--- src/rtl/score_mem_pkg.sv ---
// Shared types and helpers for the score-memory bank arbiter.
package score_mem_pkg;

  localparam int DEF_ADDR_WIDTH = 13;
  localparam int DEF_DATA_WIDTH = 32;

  typedef enum logic [1:0] {
    BANK0     = 2'd0,
    BANK1     = 2'd1,
    BANK_NONE = 2'd2
  } bank_id_t;

  typedef enum logic {
    REQ_A = 1'b0,
    REQ_B = 1'b1
  } req_id_t;

  // Inclusive window check, done in signed int so a zero lower bound
  // does not turn into an always-true unsigned compare.
  function automatic logic in_window(input logic [31:0] addr, input int lower, input int upper);
    int a;
    a = int'(addr);
    return (a >= lower) && (a <= upper);
  endfunction

endpackage

--- src/rtl/score_bank_port.sv ---
// One score bank: window decode for both requesters, round-robin winner
// selection on a same-bank collision, and the bank drive mux.
module score_bank_port
  import score_mem_pkg::*;
#(
  parameter int ADDR_WIDTH = DEF_ADDR_WIDTH,
  parameter int DATA_WIDTH = DEF_DATA_WIDTH,
  parameter int LOWER      = 0,
  parameter int UPPER      = 9
) (
  input  logic                  i_clk,
  input  logic                  i_rst_n,
  input  logic                  i_req_a,
  input  logic [ADDR_WIDTH-1:0] i_addr_a,
  input  logic                  i_we_a,
  input  logic [DATA_WIDTH-1:0] i_wdata_a,
  input  logic                  i_req_b,
  input  logic [ADDR_WIDTH-1:0] i_addr_b,
  input  logic                  i_we_b,
  input  logic [DATA_WIDTH-1:0] i_wdata_b,
  output logic                  o_hit_a,
  output logic                  o_hit_b,
  output logic                  o_gnt_a,
  output logic                  o_gnt_b,
  output logic                  o_collision,
  output logic                  o_en,
  output logic                  o_we,
  output logic [ADDR_WIDTH-1:0] o_addr,
  output logic [DATA_WIDTH-1:0] o_wdata
);

  localparam logic [ADDR_WIDTH-1:0] LOWER_ADDR = ADDR_WIDTH'(LOWER);

  req_id_t r_rr_ptr;
  logic    w_req_a;
  logic    w_req_b;

  assign o_hit_a = in_window(32'(i_addr_a), LOWER, UPPER);
  assign o_hit_b = in_window(32'(i_addr_b), LOWER, UPPER);

  // Requests targeting this bank; nothing is granted while reset is held.
  assign w_req_a = i_rst_n & i_req_a & o_hit_a;
  assign w_req_b = i_rst_n & i_req_b & o_hit_b;

  assign o_collision = w_req_a & w_req_b;
  assign o_gnt_a     = w_req_a & (~w_req_b | (r_rr_ptr == REQ_A));
  assign o_gnt_b     = w_req_b & (~w_req_a | (r_rr_ptr == REQ_B));

  // Drive the bank from whichever requester holds the grant; idle bank is all-zero.
  always_comb begin
    o_en    = 1'b0;
    o_we    = 1'b0;
    o_addr  = '0;
    o_wdata = '0;
    if (o_gnt_a) begin
      o_en    = 1'b1;
      o_we    = i_we_a;
      o_addr  = i_addr_a - LOWER_ADDR;
      o_wdata = i_wdata_a;
    end else if (o_gnt_b) begin
      o_en    = 1'b1;
      o_we    = i_we_b;
      o_addr  = i_addr_b - LOWER_ADDR;
      o_wdata = i_wdata_b;
    end
  end

  // Priority passes to the loser only when a collision actually happened.
  always_ff @(posedge i_clk) begin
    if (!i_rst_n) begin
      r_rr_ptr <= REQ_A;
    end else if (o_collision) begin
      r_rr_ptr <= (r_rr_ptr == REQ_A) ? REQ_B : REQ_A;
    end
  end

endmodule

--- src/rtl/score_bank_arbiter.sv ---
// Two-requester, two-bank score memory arbiter: grants, read-return tags,
// out-of-window error reporting and a saturating collision counter.
module score_bank_arbiter
  import score_mem_pkg::*;
#(
  parameter int ADDR_WIDTH = DEF_ADDR_WIDTH,
  parameter int DATA_WIDTH = DEF_DATA_WIDTH,
  parameter int LOWER0     = 0,
  parameter int UPPER0     = 9,
  parameter int LOWER1     = 10,
  parameter int UPPER1     = 19,
  parameter int CNT_WIDTH  = 16
) (
  input  logic                  i_clk,
  input  logic                  i_rst_n,
  input  logic                  i_req_a,
  input  logic [ADDR_WIDTH-1:0] i_addr_a,
  input  logic                  i_we_a,
  input  logic [DATA_WIDTH-1:0] i_wdata_a,
  input  logic                  i_req_b,
  input  logic [ADDR_WIDTH-1:0] i_addr_b,
  input  logic                  i_we_b,
  input  logic [DATA_WIDTH-1:0] i_wdata_b,
  output logic                  o_gnt_a,
  output logic                  o_gnt_b,
  output logic                  o_rvalid_a,
  output logic                  o_rvalid_b,
  output logic [DATA_WIDTH-1:0] o_rdata_a,
  output logic [DATA_WIDTH-1:0] o_rdata_b,
  output logic                  o_err_a,
  output logic                  o_err_b,
  output logic                  o_b0_en,
  output logic                  o_b0_we,
  output logic [ADDR_WIDTH-1:0] o_b0_addr,
  output logic [DATA_WIDTH-1:0] o_b0_wdata,
  output logic                  o_b1_en,
  output logic                  o_b1_we,
  output logic [ADDR_WIDTH-1:0] o_b1_addr,
  output logic [DATA_WIDTH-1:0] o_b1_wdata,
  input  logic [DATA_WIDTH-1:0] i_b0_rdata,
  input  logic [DATA_WIDTH-1:0] i_b1_rdata,
  output logic [CNT_WIDTH-1:0]  o_conflict_cnt
);

  logic w_hit_a0, w_hit_b0, w_gnt_a0, w_gnt_b0, w_col0;
  logic w_hit_a1, w_hit_b1, w_gnt_a1, w_gnt_b1, w_col1;
  logic w_err_a, w_err_b;
  bank_id_t w_bank_a, w_bank_b;

  logic                 r_vld_a, r_vld_b;
  bank_id_t             r_bank_a, r_bank_b;
  logic [CNT_WIDTH-1:0] r_conflict_cnt;

  score_bank_port #(
    .ADDR_WIDTH (ADDR_WIDTH), .DATA_WIDTH (DATA_WIDTH), .LOWER (LOWER0), .UPPER (UPPER0)
  ) u_bank0 (
    .i_clk (i_clk), .i_rst_n (i_rst_n),
    .i_req_a (i_req_a), .i_addr_a (i_addr_a), .i_we_a (i_we_a), .i_wdata_a (i_wdata_a),
    .i_req_b (i_req_b), .i_addr_b (i_addr_b), .i_we_b (i_we_b), .i_wdata_b (i_wdata_b),
    .o_hit_a (w_hit_a0), .o_hit_b (w_hit_b0), .o_gnt_a (w_gnt_a0), .o_gnt_b (w_gnt_b0),
    .o_collision (w_col0), .o_en (o_b0_en), .o_we (o_b0_we), .o_addr (o_b0_addr),
    .o_wdata (o_b0_wdata)
  );

  score_bank_port #(
    .ADDR_WIDTH (ADDR_WIDTH), .DATA_WIDTH (DATA_WIDTH), .LOWER (LOWER1), .UPPER (UPPER1)
  ) u_bank1 (
    .i_clk (i_clk), .i_rst_n (i_rst_n),
    .i_req_a (i_req_a), .i_addr_a (i_addr_a), .i_we_a (i_we_a), .i_wdata_a (i_wdata_a),
    .i_req_b (i_req_b), .i_addr_b (i_addr_b), .i_we_b (i_we_b), .i_wdata_b (i_wdata_b),
    .o_hit_a (w_hit_a1), .o_hit_b (w_hit_b1), .o_gnt_a (w_gnt_a1), .o_gnt_b (w_gnt_b1),
    .o_collision (w_col1), .o_en (o_b1_en), .o_we (o_b1_we), .o_addr (o_b1_addr),
    .o_wdata (o_b1_wdata)
  );

  // Out-of-window accesses are accepted immediately and answered with an error.
  assign w_err_a = i_rst_n & i_req_a & ~w_hit_a0 & ~w_hit_a1;
  assign w_err_b = i_rst_n & i_req_b & ~w_hit_b0 & ~w_hit_b1;

  assign o_gnt_a = w_gnt_a0 | w_gnt_a1 | w_err_a;
  assign o_gnt_b = w_gnt_b0 | w_gnt_b1 | w_err_b;

  assign w_bank_a = w_gnt_a0 ? BANK0 : (w_gnt_a1 ? BANK1 : BANK_NONE);
  assign w_bank_b = w_gnt_b0 ? BANK0 : (w_gnt_b1 ? BANK1 : BANK_NONE);

  // Tag each granted read (or error) with its bank so the return can be routed next cycle.
  always_ff @(posedge i_clk) begin
    if (!i_rst_n) begin
      r_vld_a  <= 1'b0;
      r_vld_b  <= 1'b0;
      r_bank_a <= BANK_NONE;
      r_bank_b <= BANK_NONE;
    end else begin
      r_vld_a  <= w_err_a | ((w_gnt_a0 | w_gnt_a1) & ~i_we_a);
      r_vld_b  <= w_err_b | ((w_gnt_b0 | w_gnt_b1) & ~i_we_b);
      r_bank_a <= w_bank_a;
      r_bank_b <= w_bank_b;
    end
  end

  // Route returned bank data by tag; reset masks any read still in flight.
  always_comb begin
    o_rvalid_a = i_rst_n & r_vld_a;
    o_rvalid_b = i_rst_n & r_vld_b;
    o_err_a    = o_rvalid_a & (r_bank_a == BANK_NONE);
    o_err_b    = o_rvalid_b & (r_bank_b == BANK_NONE);
    o_rdata_a  = '0;
    o_rdata_b  = '0;
    if (o_rvalid_a) begin
      case (r_bank_a)
        BANK0:   o_rdata_a = i_b0_rdata;
        BANK1:   o_rdata_a = i_b1_rdata;
        default: o_rdata_a = '0;
      endcase
    end
    if (o_rvalid_b) begin
      case (r_bank_b)
        BANK0:   o_rdata_b = i_b0_rdata;
        BANK1:   o_rdata_b = i_b1_rdata;
        default: o_rdata_b = '0;
      endcase
    end
  end

  // Count collision cycles, sticking at all-ones.
  always_ff @(posedge i_clk) begin
    if (!i_rst_n) begin
      r_conflict_cnt <= '0;
    end else if ((w_col0 | w_col1) && (r_conflict_cnt != '1)) begin
      r_conflict_cnt <= r_conflict_cnt + CNT_WIDTH'(1);
    end
  end

  assign o_conflict_cnt = r_conflict_cnt;

endmodule

--- config.mk ---
export PLATFORM = sky130hd
export DESIGN_NAME = score_bank_arbiter
export DESIGN_NICKNAME = d
export VERILOG_FILES = /design/src/rtl/score_mem_pkg.sv /design/src/rtl/score_bank_port.sv /design/src/rtl/score_bank_arbiter.sv
export SDC_FILE = /design/constraint.sdc
export NUM_CORES = 1
export LEC_CHECK = 0
export ABC_AREA = 1
export BUFFER_PORTS_ARGS = -buffer_cell sky130_fd_sc_hd__buf_2
export CAP_MARGIN = 10
export CORE_AREA = 2 2 131 133
export DETAILED_ROUTE_END_ITERATION = 10
export DIE_AREA = 0 0 133 135
export GPL_TIMING_DRIVEN = 0
export HOLD_SLACK_MARGIN = 0.15
export PLACE_DENSITY = 0.58
export SLEW_MARGIN = 20
export SYNTH_ARGS = -nofsm -noshare
export SYNTH_HDL_FRONTEND = slang
export SYNTH_SLANG_ARGS = --single-unit
--- constraint.sdc ---
create_clock -name i_clk -period 6.9 [get_ports i_clk]
set_clock_uncertainty 0.05 [all_clocks]
set_input_delay 1.38 -clock i_clk [delete_from_list [all_inputs] [get_ports i_clk]]
set_output_delay 1.38 -clock i_clk [all_outputs]
set_load 0.01 [all_outputs]
Word level (Yosys, flattened, before mapping)
Index checks and enable logic that the tools add are counted.
{"block": "totals", "input_bits": 160, "ff_bits": 24, "wordCells": 102, "out_inout_bits": 180}
{"block": "classes", "n_addsub": 3, "eq_ne": 5, "bitwise_logic": 46, "reduce_logical": 7, "mux": 26, "n_lt_le_gt_ge": 6}
{"op": "$mux W32", "count": 6}
{"op": "$pmux W32 S2", "count": 2}
{"op": "$mux W13", "count": 4}
{"op": "$ge A13 B4 Y1 const B", "count": 2}
{"op": "$le A13 B4 Y1 const B", "count": 2}
{"op": "$le A13 B5 Y1 const B", "count": 2}
{"op": "$sub A13 B4 Y13 const B", "count": 2}
{"op": "$and A1 B1 Y1", "count": 22}
{"op": "$add A16 B1 Y16 const B", "count": 1}
{"op": "$ne A16 B16 Y1 const B", "count": 1}
{"op": "$not A1 Y1", "count": 13}
{"op": "$or A1 B1 Y1", "count": 11}
{"op": "$mux W1", "count": 10}
{"op": "$mux W2", "count": 4}
{"op": "$eq A2 B1 Y1 const B", "count": 2}
{"op": "$eq A2 B2 Y1 const B", "count": 2}
{"op": "$logic_not A2 Y1", "count": 2}
{"op": "$reduce_or A2 Y1", "count": 2}
{"op": "$logic_and A1 B1 Y1", "count": 3}

Logic depth before layout (Yosys ltp)
Gate-level depths: netlist (run 1).
{"block": "depth", "depth_word": 9, "mapped_depth": 15, "ltp_nobuf": 14}

By module
From an unflattened synthesis (run 1), not the netlist that was laid out.
{"block": "hier_totals", "cells_unflattened": 971, "area_unflattened_um2": 5168.7}
{"mod": "score_bank_arbiter", "cells_per_inst": 472, "area_each_um2": 2428.6, "seq_area_each_um2": 440.4, "instances": 1}
{"mod": "score_bank_port at u_bank1", "cells_per_inst": 318, "area_each_um2": 1775.5, "seq_area_each_um2": 20.0, "instances": 1}
{"mod": "score_bank_port at u_bank0", "cells_per_inst": 181, "area_each_um2": 964.7, "seq_area_each_um2": 20.0, "instances": 1}

Least setup slack after synthesis (run 1)
Ideal clock, no wire load.
{"block": "synth_timing", "kind": "in2out", "startpoint": "in i_addr_b[2]", "endpoint": "out o_b0_addr[0]", "setup_slack_ns": 2.655, "arrival_time_ns": 2.815, "required_ns": 5.470, "path_stages": 12, "path_buffers": 2, "path_cell_list": "inv_1 ha_1 nor2_1 nor2_1 nand3_1 nand2_1 inv_2 nor2_4 nand2_1 buf_2 buf_4 o22ai_1"}
{"block": "synth_via", "elab_chain_len": 6}
{"element": "from (decl)", "line": "score_bank_arbiter.sv:21", "rtl": "input logic [ADDR_WIDTH-1:0] i_addr_b,"}
{"element": "$le A13 B4 Y1 *", "line": "score_mem_pkg.sv:23", "rtl": "return (a >= lower) && (a <= upper);"}
{"element": "$and A1 B1 Y1 *", "line": "score_bank_port.sv:43", "rtl": "assign w_req_b = i_rst_n & i_req_b & o_hit_b;"}
{"element": "$not A1 Y1", "line": "score_bank_port.sv:46", "rtl": "assign o_gnt_a = w_req_a & (~w_req_b | (r_rr_ptr == REQ_A));"}
{"element": "$or A1 B1 Y1", "line": "score_bank_port.sv:46"}
{"element": "$and A1 B1 Y1", "line": "score_bank_port.sv:46"}
{"element": "$mux W13 *", "line": "score_bank_port.sv:55", "rtl": "if (o_gnt_a) begin"}
{"element": "to (decl)", "line": "score_bank_arbiter.sv:34", "rtl": "output logic [ADDR_WIDTH-1:0] o_b0_addr,"}
Mark *: on every way between the ends. The rest lies on a longest branch, timed or not.

Worst setup path after layout (run 1)
{"block": "layout_timing", "startpoint": "in i_addr_a[2]", "endpoint": "out o_b0_wdata[12]"}
{"block": "layout_via", "elab_chain_len": 7}
{"element": "from (decl)", "line": "score_bank_arbiter.sv:17", "rtl": "input logic [ADDR_WIDTH-1:0] i_addr_a,"}
{"element": "$le A13 B4 Y1 *", "line": "score_mem_pkg.sv:23"}
{"element": "$and A1 B1 Y1 *", "line": "score_bank_port.sv:42", "rtl": "assign w_req_a = i_rst_n & i_req_a & o_hit_a;"}
{"element": "$not A1 Y1", "line": "score_bank_port.sv:47", "rtl": "assign o_gnt_b = w_req_b & (~w_req_a | (r_rr_ptr == REQ_B));"}
{"element": "$or A1 B1 Y1", "line": "score_bank_port.sv:47"}
{"element": "$and A1 B1 Y1", "line": "score_bank_port.sv:47"}
{"element": "$mux W32", "line": "score_bank_port.sv:60", "rtl": "end else if (o_gnt_b) begin"}
{"element": "$mux W32 *", "line": "score_bank_port.sv:55"}
{"element": "to (decl)", "line": "score_bank_arbiter.sv:35", "rtl": "output logic [DATA_WIDTH-1:0] o_b0_wdata,"}
Marked as above.

==> results of run 1 <==
==> worst min-delay path: stages (launching register included) <==
cell     delay [ns]
dfxtp_1        0.31
inv_1          0.08
a21oi_1        0.06
==> where the power goes <==
| part | internal (mW) | switching [mW] |
|---|---|---|
| Clock | 0.115 | 0.0518 |
| Combinational | 0.0548 | 0.0729 |
| Sequential | 0.139 | 0.000125 |
==> metal layers <==
metal,vias to the layer above,track usage (%),part of all wire (%),wire length (µm)
li1,3132,-,-,-
met1,2725,26.5,43,8590
met2,287,37.0,48,9410
met3,20,3.45,7.5,1470
met4,2,3.82,1.5,300
met5,-,0,0.056,11
==> final cells by class <==
cell class	count	area [µm²]	area share (%)
flip-flops and latches	24	480	7.69
plain buffers	52	283	4.53
clock buffers	3	75.1	1.20
multi-input cells	474	2560	41.0
clock inverters	1	30.0	0.481
inverters	239	897	14.4
repair buffers	328	1640	26.3
diodes	1	2.50	0.0401
well taps	220	275	4.41
==> path summary, 6_finish.rpt <==
check | from | endpoint | slack [ns]
min reg2reg | u_bank0.r_rr_ptr | u_bank0.r_rr_ptr | 0.45
max reg2reg | o_conflict_cnt[0] | o_conflict_cnt[6] | 4.79
min | u_bank0.r_rr_ptr | u_bank0.r_rr_ptr | 0.45
max | i_addr_a[2] | o_b0_wdata[12] | 1.91
==> per-stage QoR <==
stage	setup WS, ns	cells	cell area (µm²)
after floorplan	2.66	789	4220
after global placement	1.92	1337	6140
after detailed placement	1.91	1337	6140
after CTS	1.90	1341	6240
after global routing	1.78	1342	6240
final	1.91	1342	6240
==> cells in the final DEF, fill, tap and decap left out, types with 4 or more instances in the layout <==
cell type and instances:
ha_1 7, o22ai_1 143, nand2_1 81, clkbuf_1 19, nor2_4 4, conb_1 9
nor3_1 6, a21oi_1 16, inv_1 233, nand3_1 35, nand4_1 6, inv_2 6
buf_2 344, nor2_2 6, nor2_1 106, o21ai_0 8, buf_4 12, nand2_2 4
xor2_1 14, dfxtp_1 24, xnor2_1 8, a21oi_2 5
==> sequential cells by signal, summed over array words and instances, names as in the netlist <==
| signal | flops |
|---|---|
| r_bank_b | 2 |
| r_bank_a | 2 |
| u_bank1.r_rr_ptr | 1 |
| o_conflict_cnt | 16 |
| r_vld_b | 1 |
| r_vld_a | 1 |
| u_bank0.r_rr_ptr | 1 |
==> cell families after synthesis <==
family | count (synthesis) | synth area share [%]
and+or+nand+nor | 257 | 27.2
other | 1 | 0.0895
xor gates and xnor gates | 22 | 4.60
buffers and inverters | 291 | 28.2
AOI/OAI and AO/OA | 179 | 26.4
DFF | 24 | 11.5
adders and majority gates | 7 | 2.09
==> PnR_summary.wiki, run 1 <==
{| class="wikitable"
! Metric !! Value
|-
| Result of the run || complete, no violations
|-
| Initial Util || ~26%
|-
| Maximum clock frequency || between 200 and 250 MHz
|-
| Most frequent cells after synthesis || inv_1, o22ai_1, nor2_1
|-
| Time the final worst path needs with I/O delays and setup || approximately 5 ns
|-
| Number of levels the H-tree was split into || 1
|-
| Drt wl/cell || 14.7 µm
|-
| Average via count per standard cell || 4.59
|-
| Cell accounting for the most synthesized area || o22ai_1
|-
| Cell area after technology mapping || ~4200 µm²
|-
| Number of nets in the layout || 1289
|-
| Crit path launch type || input port
|-
| Total negative slack || 0 ns
|-
| Count of flip-flops with a built-in enable after synthesis || 0
|-
| Critical path peak fanout || 10
|-
| Number of rows in the core area || 47
|-
| Sequential fraction of the synthesis area || a little under an eighth
|-
| Fin util || 38.1%
|-
| Drt first-iter violations || between 300 and 400
|-
| Gate count after technology mapping || roughly 780
|-
| Ports || 340
|-
| Synthesis-stage register bit count || 24
|-
| Setup bufs post-CTS || 0
|-
| Type of the worst setup path || input port to primary output
|-
| Worst relative slew slack || between 60 and 70%
|-
| Remaining number of nets flagged by the antenna check after routing || 0
|-
| Total of warnings raised by yosys || 0
|-
| Number of antenna violations at the first check in global routing || 2
|-
| Bufs on Longest Clock Path || 2
|-
| Weighted congestion at the end of routability-driven global placement || 0.946
|-
| HPWL Detailed || between 15000 and 20000 µm
|-
| Critical path data required time || 5.47 ns
|-
| Buffers on Ports || around 330
|-
| Design Power || 434 µW
|-
| Pin count of the biggest net entering global routing || 15
|-
| Primary FF master, synth || dfxtp_1
|-
| First-pass GRT wire length || between 30000 and 40000 µm
|-
| Total number of vias || around 6200
|-
| Peak supply drop || 0.0903 mV
|-
| Synthesized area divided by synthesized cell count || about 5.4 µm²
|-
| Worst Reg2Reg Path Length in Cells || 8
|-
| Critical path data arrival time || ~3.6 ns
|-
| Clock slew at the register clock pins of the worst setup and hold paths || roughly 0.06 ns
|-
| Area added between synthesis and finish || 49.0%
|-
| Number of inserted filler cells in the final layout || between 1500 and 2000
|-
| DRC errors left || 0
|-
| Gates resized, CTS repair || 0
|-
| Total power per unit cell area || roughly 70 nW/µm²
|-
| Cell family with the largest share of critical-path delay || buffers and inverters
|-
| Highest cell delay on the worst timing path || between 0.2 and 0.3 ns
|-
| TritonCTS Sinks || 24
|-
| Leading cell type by number of instances after synthesis || inv_1
|-
| Critical path buffer and inverter count || 7
|-
| Fin. Hold Viols || 0
|-
| Number of hold-repair buffers added at the cts stage || 0
|-
| Cell depth of the worst min-delay path || 2
|-
| Pre-Repair DR Iteration Count || 5
|-
| Final wirelength || around 20000 µm
|-
| Min Hold Slack || 0.448 ns
|-
| Count of final setup violators || 0
|-
| Slowest stage cell on the critical path || buf_2
|-
| GRT Total Usage || 20.7%
|-
| Floorplan Core Area || between 15000 and 20000 µm²
|-
| Floorplan die area || about 18000 µm²
|-
| Number of global-route vias before repair || approximately 5700
|-
| Actual transition at the worst max-transition pin || between 0.5 and 0.6 ns
|-
| Vert. Die Dim || 135 µm
|-
| Max capacitance violation total || 0
|-
| Element type at the critical path end || primary output
|-
| Final period util || 72.4%
|-
| Async SR Flop Fraction || 0%
|-
| Share of Yosys cell area claimed by the top area cell type || between 20% and 30%
|-
| Static power due to leakage || between 3 and 4 nW
|-
| Yosys cell types || 35
|-
| Tightest Hold Check Type || flop to flop
|-
| Leading cell types by total area after synthesis || o22ai_1, inv_1, dfxtp_1
|-
| Critical path, cell by cell || buf_2 -> inv_1 -> ha_1 -> inv_1 -> a21oi_1 -> nand3_1 -> nand2_1 -> inv_2 -> nor2_4 -> nand2_1 -> nand2_1 -> buf_2 -> buf_4 -> o22ai_1 -> buf_2
|-
| Grt total ovfl || 0
|-
| WP depth || 15
|-
| TritonCTS clock tree || built
|-
| Clock network latency to the later pin of the worst-skew pair || 0.26 ns
|-
| Total clock buffers created by CTS || 3
|-
| Setup repair after global routing missed its margin || no
|-
| Fin. max-slew vios || 0
|-
| Library cell used as clock root buffer || clkbuf_16
|-
| Die boundary width || 133 µm
|-
| Ratio of cells with drive above 1 in the final layout || between 30% and 40%
|}
Power figures use the tool's default switching activity.
==> run 2: changes to the inputs <==
--- a/config.mk
+++ b/config.mk
@@ -8,9 +8,9 @@
 export ABC_AREA = 1
 export BUFFER_PORTS_ARGS = -buffer_cell sky130_fd_sc_hd__buf_2
 export CAP_MARGIN = 10
-export CORE_AREA = 2 2 131 133
+export CORE_AREA = 2 2 132 134
 export DETAILED_ROUTE_END_ITERATION = 10
-export DIE_AREA = 0 0 133 135
+export DIE_AREA = 0 0 134 136
 export GPL_TIMING_DRIVEN = 0
 export HOLD_SLACK_MARGIN = 0.15
 export PLACE_DENSITY = 0.58
==> constraint.sdc (replaced) <==
create_clock -name i_clk -period 4.9 [get_ports i_clk]
set_clock_uncertainty 0.05 [all_clocks]
set_input_delay 0.98 -clock i_clk [delete_from_list [all_inputs] [get_ports i_clk]]
set_output_delay 0.98 -clock i_clk [all_outputs]
set_load 0.01 [all_outputs]
==> run 2 against run 1 <==
Effect of this change: clock-buffer cell count rose by 1; clock power rose by 20%; sequential cell count did not move.
==> PnR_summary.wiki, run 2 (synthesis results as in run 1) <==
{| class="wikitable"
! Metric !! Value
|-
| GRT Total Usage || 19.4% (was 20.7%)
|-
| Area added between synthesis and finish || 48.8% (was 49.0%)
|-
| Number of hold-repair buffers added at the cts stage || 0 (unchanged)
|-
| Average via count per standard cell || 4.54 (was 4.59)
|-
| Number of antenna violations at the first check in global routing || 1 (was 2)
|-
| Capture instance of the worst register-to-register path || o_conflict_cnt[2] (was o_conflict_cnt[6])
|-
| Commonest non-fill, non-tap cell in the layout || buf_2 (unchanged)
|-
| Worst reg2reg setup slack || 2.78 ns (was 4.79 ns)
|-
| HPWL Detailed || 15800 µm (was 16300 µm)
|-
| Static power due to leakage || 3.63 nW (was 3.64 nW)
|-
| Total met3 wirelength after detailed routing || 1840 µm (was 1470 µm)
|-
| Drt wl/cell || 14.1 µm (was 14.7 µm)
|-
| Maximum clock frequency || 245 MHz
|-
| Drt first-iter violations || 249 (was 312)
|-
| Ratio of cells with drive above 1 in the final layout || 35.2% (unchanged)
|-
| Number of nets in the layout || 1289 (unchanged)
|-
| Number of inserted filler cells in the final layout || 1942 (was 1871)
|-
| DRC errors left || 0 (unchanged)
|-
| Pre-Repair DR Iteration Count || 5 (unchanged)
|-
| Library cell used as clock root buffer || clkbuf_16 (unchanged)
|-
| Worst Reg2Reg Path Length in Cells || 8 (unchanged)
|-
| Time the final worst path needs with I/O delays and setup || between 4 and 5 ns
|-
| Initial Util || 24.8% (was 25.5%)
|-
| Floorplan die area || 18200 µm² (was 18000 µm²)
|-
| Setup bufs post-CTS || 0 (unchanged)
|-
| Critical path data required time || 3.87 ns (was 5.47 ns)
|-
| Worst relative slew slack || 60.4% (was 61.2%)
|-
| Setup repair after global routing missed its margin || no (unchanged)
|-
| Actual transition at the worst max-transition pin || 0.594 ns (was 0.583 ns)
|-
| Peak supply drop || 0.102 mV (was 0.0903 mV)
|-
| Crit path launch type || input port (unchanged)
|-
| Clock slew at the register clock pins of the worst setup and hold paths || 0.06 ns (about the same)
|-
| Vert. Die Dim || 136 µm (was 135 µm)
|-
| Launching point of the worst reg2reg path || o_conflict_cnt[0] (unchanged)
|-
| Pin count of the biggest net entering global routing || 14 (was 15)
|-
| First-pass GRT wire length || 28800 µm (was 30400 µm)
|-
| TritonCTS Sinks || 24 (unchanged)
|-
| Count of final setup violators || 0 (unchanged)
|-
| Number of rows in the core area || 48 (was 47)
|-
| Final wirelength || 19000 µm (was 19800 µm)
|-
| Clock network latency to the later pin of the worst-skew pair || 0.26 ns (about the same)
|-
| Total routed wire length on the met1 layer || 7980 µm (was 8590 µm)
|-
| Element type at the critical path end || primary output (unchanged)
|-
| Total negative slack || 0 ns (unchanged)
|-
| Type of the worst setup path || input port to primary output (unchanged)
|-
| Max layer used || met4 (was met5)
|-
| Fin. max-slew vios || 0 (unchanged)
|-
| Total number of vias || 6118 (was 6166)
|-
| Total clock buffers created by CTS || 3 (unchanged)
|-
| Total length of routed met2 wires || 8870 µm (was 9410 µm)
|-
| Origin of the worst setup path || i_addr_b[1] (was i_addr_a[2])
|-
| Gates resized, CTS repair || 0 (unchanged)
|-
| Ports || 340 (unchanged)
|-
| Remaining number of nets flagged by the antenna check after routing || 0 (unchanged)
|-
| Tightest Hold Check Type || flop to flop (unchanged)
|-
| Endpoint of the worst setup timing path || o_b0_wdata[6] (was o_b0_wdata[12])
|-
| Buffers on Ports || 328 (unchanged)
|-
| Area used by multi-input combinational logic || 2560 µm² (unchanged)
|-
| Number of levels the H-tree was split into || 1 (unchanged)
|-
| Critical path peak fanout || 10 (unchanged)
|-
| Startpoint of the lowest-slack hold path || o_conflict_cnt[1] (was u_bank0.r_rr_ptr)
|-
| Die boundary width || 134 µm (was 133 µm)
|-
| Grt total ovfl || 0 (unchanged)
|-
| Number of global-route vias before repair || 5528 (was 5721)
|-
| Final period util || a little over four fifths
|-
| Weighted congestion at the end of routability-driven global placement || 0.926 (was 0.946)
|-
| Critical path data arrival time || 3.06 ns (was 3.56 ns)
|-
| TritonCTS clock tree || built (unchanged)
|-
| Flip-flop count of the largest register, all copies and words added || 16 (unchanged)
|-
| Most frequent cells in the layout || buf_2, inv_1, o22ai_1 (unchanged)
|-
| Sequential cell area || 480 µm² (unchanged)
|-
| Result of the run || complete, no violations (unchanged)
|-
| Fin. Hold Viols || 0 (unchanged)
|-
| Fin util || 36.9% (was 38.1%)
|-
| Total power per unit cell area || 92.2 nW/µm² (was 69.5 nW/µm²)
|-
| Max capacitance violation total || 0 (unchanged)
|-
| Bufs on Longest Clock Path || 2 (unchanged)
|-
| Floorplan Core Area || 16900 µm² (was 16400 µm²)
|}
run 2: cell types whose count changed in the layout (fill, tap and decap cells not counted), sizes merged:
cell	previous run	this run
bufinv	1	0
clkbuf	22	23
run 2: area by class of cell:
class / count / share of cell area (%)
Sequential cell: 24 / 7.71
Clock buffer: 4 / 1.42
Inverter: 239 / 14.4
Timing Repair Buffer: 328 / 26.3
Antenna cell: 1 / 0.0401
Tap cell: 225 / 4.52
Multi-Input combinational cell: 474 / 41.1
Buffer: 52 / 4.54
run 2: power by group:
group | switching, mW | internal, mW
combinational | 0.102 | 0.0771
clock | 0.0747 | 0.125
sequential | 0.000288 | 0.196
total | 0.177 | 0.398
run 2: stage by stage:
step / cell area (µm²) / std cells / setup slack [ns] / power [mW] / hold slack [ns]
after global routing: 6230 / 1346 / 0.577 / 0.609 / 0.472
after detailed placement: 6140 / 1342 / 0.839 / 0.378 / 0.439
final: 6230 / 1347 / 0.813 / 0.575 / 0.452
after global placement: 6140 / 1342 / 0.843 / 0.377 / 0.432
after CTS: 6230 / 1346 / 0.837 / 0.580 / 0.452
after floorplan: 4220 / 789 / 1.46 / 0.286 / 0.408
run 2: per-layer routing:
layer,vias up,global-route usage (%)
li1,3131,-
met1,2667,24.3
met2,297,34.1
met3,23,4.21
met4,0,4.14
met5,-,0
run 2: worst max-delay path, stage by stage:
cell and delay (ns):
buf_2 0.14, inv_1 0.15, ha_1 0.20, nor2_1 0.06
nor2_1 0.22, nand3_1 0.11, nand2_1 0.09, inv_2 0.06
nor2_4 0.10, nand2_1 0.06, nand2_1 0.06, buf_2 0.26
buf_2 0.30, o22ai_1 0.11, buf_2 0.16
run 2: how the worst min path moves through the flow:
stage | endpoint | cells past startpoint | slack (ns)
floorplan | u_bank0.r_rr_ptr | 2 | 0.41
global placement | u_bank0.r_rr_ptr | 2 | 0.43
detailed placement | u_bank0.r_rr_ptr | 2 | 0.44
CTS | u_bank0.r_rr_ptr | 2 | 0.45
global route | o_conflict_cnt[13] | 2 | 0.47
finish | o_conflict_cnt[1] | 2 | 0.45
==> run 3: changes to the inputs <==
--- a/config.mk
+++ b/config.mk
@@ -8,12 +8,12 @@
 export ABC_AREA = 1
 export BUFFER_PORTS_ARGS = -buffer_cell sky130_fd_sc_hd__buf_2
 export CAP_MARGIN = 10
-export CORE_AREA = 2 2 132 134
+export CORE_AREA = 2 2 131 133
 export DETAILED_ROUTE_END_ITERATION = 10
-export DIE_AREA = 0 0 134 136
+export DIE_AREA = 0 0 133 135
 export GPL_TIMING_DRIVEN = 0
 export HOLD_SLACK_MARGIN = 0.15
-export PLACE_DENSITY = 0.58
+export PLACE_DENSITY = 0.6
 export SLEW_MARGIN = 20
 export SYNTH_ARGS = -nofsm -noshare
 export SYNTH_HDL_FRONTEND = slang
==> constraint.sdc (replaced) <==
create_clock -name i_clk -period 3.3 [get_ports i_clk]
set_clock_uncertainty 0.05 [all_clocks]
set_input_delay 0.66 -clock i_clk [delete_from_list [all_inputs] [get_ports i_clk]]
set_output_delay 0.66 -clock i_clk [all_outputs]
set_load 0.01 [all_outputs]
==> run 3 against run 2 <==
Effect of this change: largest cell class unchanged; non-clock buffer count did not move; register-to-register slack worse by 1.6 ns; clock power increased by 32%; utilization is 1.4 points higher; hold slack improved by 0.0012 ns; first-iteration DRC count rose by 12%; global-route usage increased by 0.60 points; die area is 1.5% lower.
==> PnR_summary.wiki, run 3 (synthesis results as in run 1) <==
{| class="wikitable"
! Metric !! Value
|-
| Number of nets in the layout || 1289 (unchanged)
|-
| Max layer used || met4 (unchanged)
|-
| Result of the run || complete, no violations (unchanged)
|-
| Setup repair after global routing missed its margin || yes (was no)
|-
| Max capacitance violation total || 0 (unchanged)
|-
| Total met3 wirelength after detailed routing || 1750 µm (was 1840 µm)
|-
| Setup bufs post-CTS || 0 (unchanged)
|-
| Drt wl/cell || 14.5 µm (was 14.1 µm)
|-
| Critical path data arrival time || 2.53 ns (was 3.06 ns)
|-
| DRC errors left || 0 (unchanged)
|-
| TritonCTS clock tree || built (unchanged)
|-
| HPWL Detailed || 16000 µm (was 15800 µm)
|-
| Clock slew at the register clock pins of the worst setup and hold paths || 0.06 ns (about the same)
|-
| Total number of vias || 6155 (was 6118)
|-
| Ratio of cells with drive above 1 in the final layout || 36.1% (was 35.2%)
|-
| Design Power || 825 µW (was 575 µW)
|-
| Drt first-iter violations || 279 (was 249)
|-
| Time the final worst path needs with I/O delays and setup || 3.24 ns
|-
| Fin util || 38.3% (was 36.9%)
|-
| Type of the worst setup path || input port to primary output (unchanged)
|-
| Fin. max-slew vios || 0 (unchanged)
|-
| Area added between synthesis and finish || 50.1% (was 48.8%)
|-
| Remaining number of nets flagged by the antenna check after routing || 0 (unchanged)
|-
| Min Hold Slack || 0.453 ns (was 0.452 ns)
|-
| TritonCTS Sinks || 24 (unchanged)
|-
| Number of antenna violations at the first check in global routing || 1 (unchanged)
|-
| Buffers on Ports || 328 (unchanged)
|-
| Cell depth of the worst min-delay path || 2 (unchanged)
|-
| Total power per unit cell area || 131 nW/µm² (was 92.2 nW/µm²)
|-
| Crit path launch type || input port (unchanged)
|-
| Die boundary width || 133 µm (was 134 µm)
|-
| Critical path peak fanout || 10 (unchanged)
|-
| Worst relative slew slack || 61.5% (was 60.4%)
|-
| Weighted congestion at the end of routability-driven global placement || 0.936 (was 0.926)
|-
| Actual transition at the worst max-transition pin || 0.578 ns (was 0.594 ns)
|-
| Number of hold-repair buffers added at the cts stage || 0 (unchanged)
|-
| Post-route worst setup slack || 0.0563 ns (was 0.813 ns)
|-
| Launching point of the worst reg2reg path || o_conflict_cnt[0] (unchanged)
|-
| Capture instance of the worst register-to-register path || o_conflict_cnt[14] (was o_conflict_cnt[2])
|-
| Number of rows in the core area || 47 (was 48)
|-
| Worst reg2reg setup slack || 1.22 ns (was 2.78 ns)
|-
| Peak supply drop || 0.167 mV (was 0.102 mV)
|-
| Total clock buffers created by CTS || 3 (unchanged)
|-
| Pin count of the biggest net entering global routing || 13 (was 14)
|-
| Post-place instance area || 6140 µm² (about the same)
|-
| Worst Reg2Reg Path Length in Cells || 8 (unchanged)
|-
| Pre-Repair DR Iteration Count || 5 (unchanged)
|-
| Library cell used as clock root buffer || clkbuf_16 (unchanged)
|-
| Element type at the critical path end || primary output (unchanged)
|-
| Average via count per standard cell || 4.59 (was 4.54)
|-
| First-pass GRT wire length || 29100 µm (was 28800 µm)
|-
| Total length of routed met2 wires || 8930 µm (was 8870 µm)
|-
| Critical path data required time || 2.59 ns (was 3.87 ns)
|-
| Static power due to leakage || 3.65 nW (was 3.63 nW)
|-
| Most frequent cells in the layout || buf_2, inv_1, o22ai_1 (unchanged)
|-
| Fin. Hold Viols || 0 (unchanged)
|-
| Tightest Hold Check Type || flop to flop (unchanged)
|-
| Endpoint of the worst setup timing path || o_b1_wdata[9] (was o_b0_wdata[6])
|-
| Pre-CTS worst setup slack || -0.135 ns (was 0.839 ns)
|-
| Count of final setup violators || 0 (unchanged)
|-
| Flip-flop count of the largest register, all copies and words added || 16 (unchanged)
|-
| Final period util || just under 100%
|-
| Clock network latency to the later pin of the worst-skew pair || 0.26 ns (about the same)
|-
| Floorplan Core Area || 16400 µm² (was 16900 µm²)
|-
| Number of global-route vias before repair || 5520 (was 5528)
|-
| Total routed wire length on the met1 layer || 8290 µm (was 7980 µm)
|-
| Grt total ovfl || 0 (unchanged)
|-
| Origin of the worst setup path || i_addr_b[1] (unchanged)
|-
| Bufs on Longest Clock Path || 2 (unchanged)
|-
| Number of levels the H-tree was split into || 1 (unchanged)
|-
| Final wirelength || 19400 µm (was 19000 µm)
|-
| Commonest non-fill, non-tap cell in the layout || buf_2 (unchanged)
|-
| Vert. Die Dim || 135 µm (was 136 µm)
|-
| Floorplan die area || 18000 µm² (was 18200 µm²)
|-
| Final standard cell area without fillers || 6290 µm² (was 6230 µm²)
|-
| Startpoint of the lowest-slack hold path || u_bank0.r_rr_ptr (was o_conflict_cnt[1])
|-
| Maximum clock frequency || 308 MHz
|-
| Initial Util || 25.5% (was 24.8%)
|-
| Ports || 340 (unchanged)
|-
| GRT Total Usage || 20.0% (was 19.4%)
|}
==> run 3: metrics by stage <==
step	TNS, ns	cells
floorplan	0	789
finish	0	1342
global placement	-3.90	1337
detailed placement	-3.71	1337
global route	-0.0224	1341
CTS	0	1340
==> run 3: how the worst min path moves through the flow <==
stage / to
2_1_floorplan: u_bank0.r_rr_ptr
3_3_place_gp: u_bank0.r_rr_ptr
3_5_place_dp: u_bank0.r_rr_ptr
4_1_cts: u_bank0.r_rr_ptr
5_1_grt: u_bank0.r_rr_ptr
6_report: u_bank0.r_rr_ptr
==> run 3: area by class of cell <==
| type | instances | area [µm²] |
|---|---|---|
| fill | 1876 | 10100 |
| multi-input combinational | 474 | 2600 |
| timing repair buffer | 328 | 1640 |
| inverter | 239 | 897 |
| sequential | 24 | 480 |
| buffer | 52 | 315 |
| tap | 220 | 275 |
| clock buffer | 3 | 75.1 |
| antenna | 2 | 5.00 |
==> run 3: metal layers <==
metal	vias up	global-route usage, %
met2	297	35.3
met3	31	3.83
met1	2695	25.1
met5	-	0
li1	3132	-
met4	0	5.02
==> run 3: what timing repair did <==
| item | CTS | global route |
|---|---|---|
| gates cloned | 0 | 0 |
| setup endpoints to repair | 38 | 72 |
| pin swaps | 0 | 0 |
| gates resized for setup | 13 | 13 |
==> run 3: critical path: stages <==
cell     delay, ns
buf_2         0.16
inv_2         0.08
ha_1          0.22
nor2_2        0.14
nor2_2        0.07
nand3_1       0.09
nand2_1       0.12
nor2_4        0.14
o21ai_2       0.08
buf_6         0.14
buf_2         0.20
o22ai_2       0.24
buf_2         0.18
==> run 3: report_power, final <==
part           switching (mW)  total, mW  internal [mW]  leakage, nW
Sequential           0.000255      0.291          0.291        0.194
Clock                   0.104      0.264          0.161       0.0370
Combinational           0.154      0.270          0.116         3.42
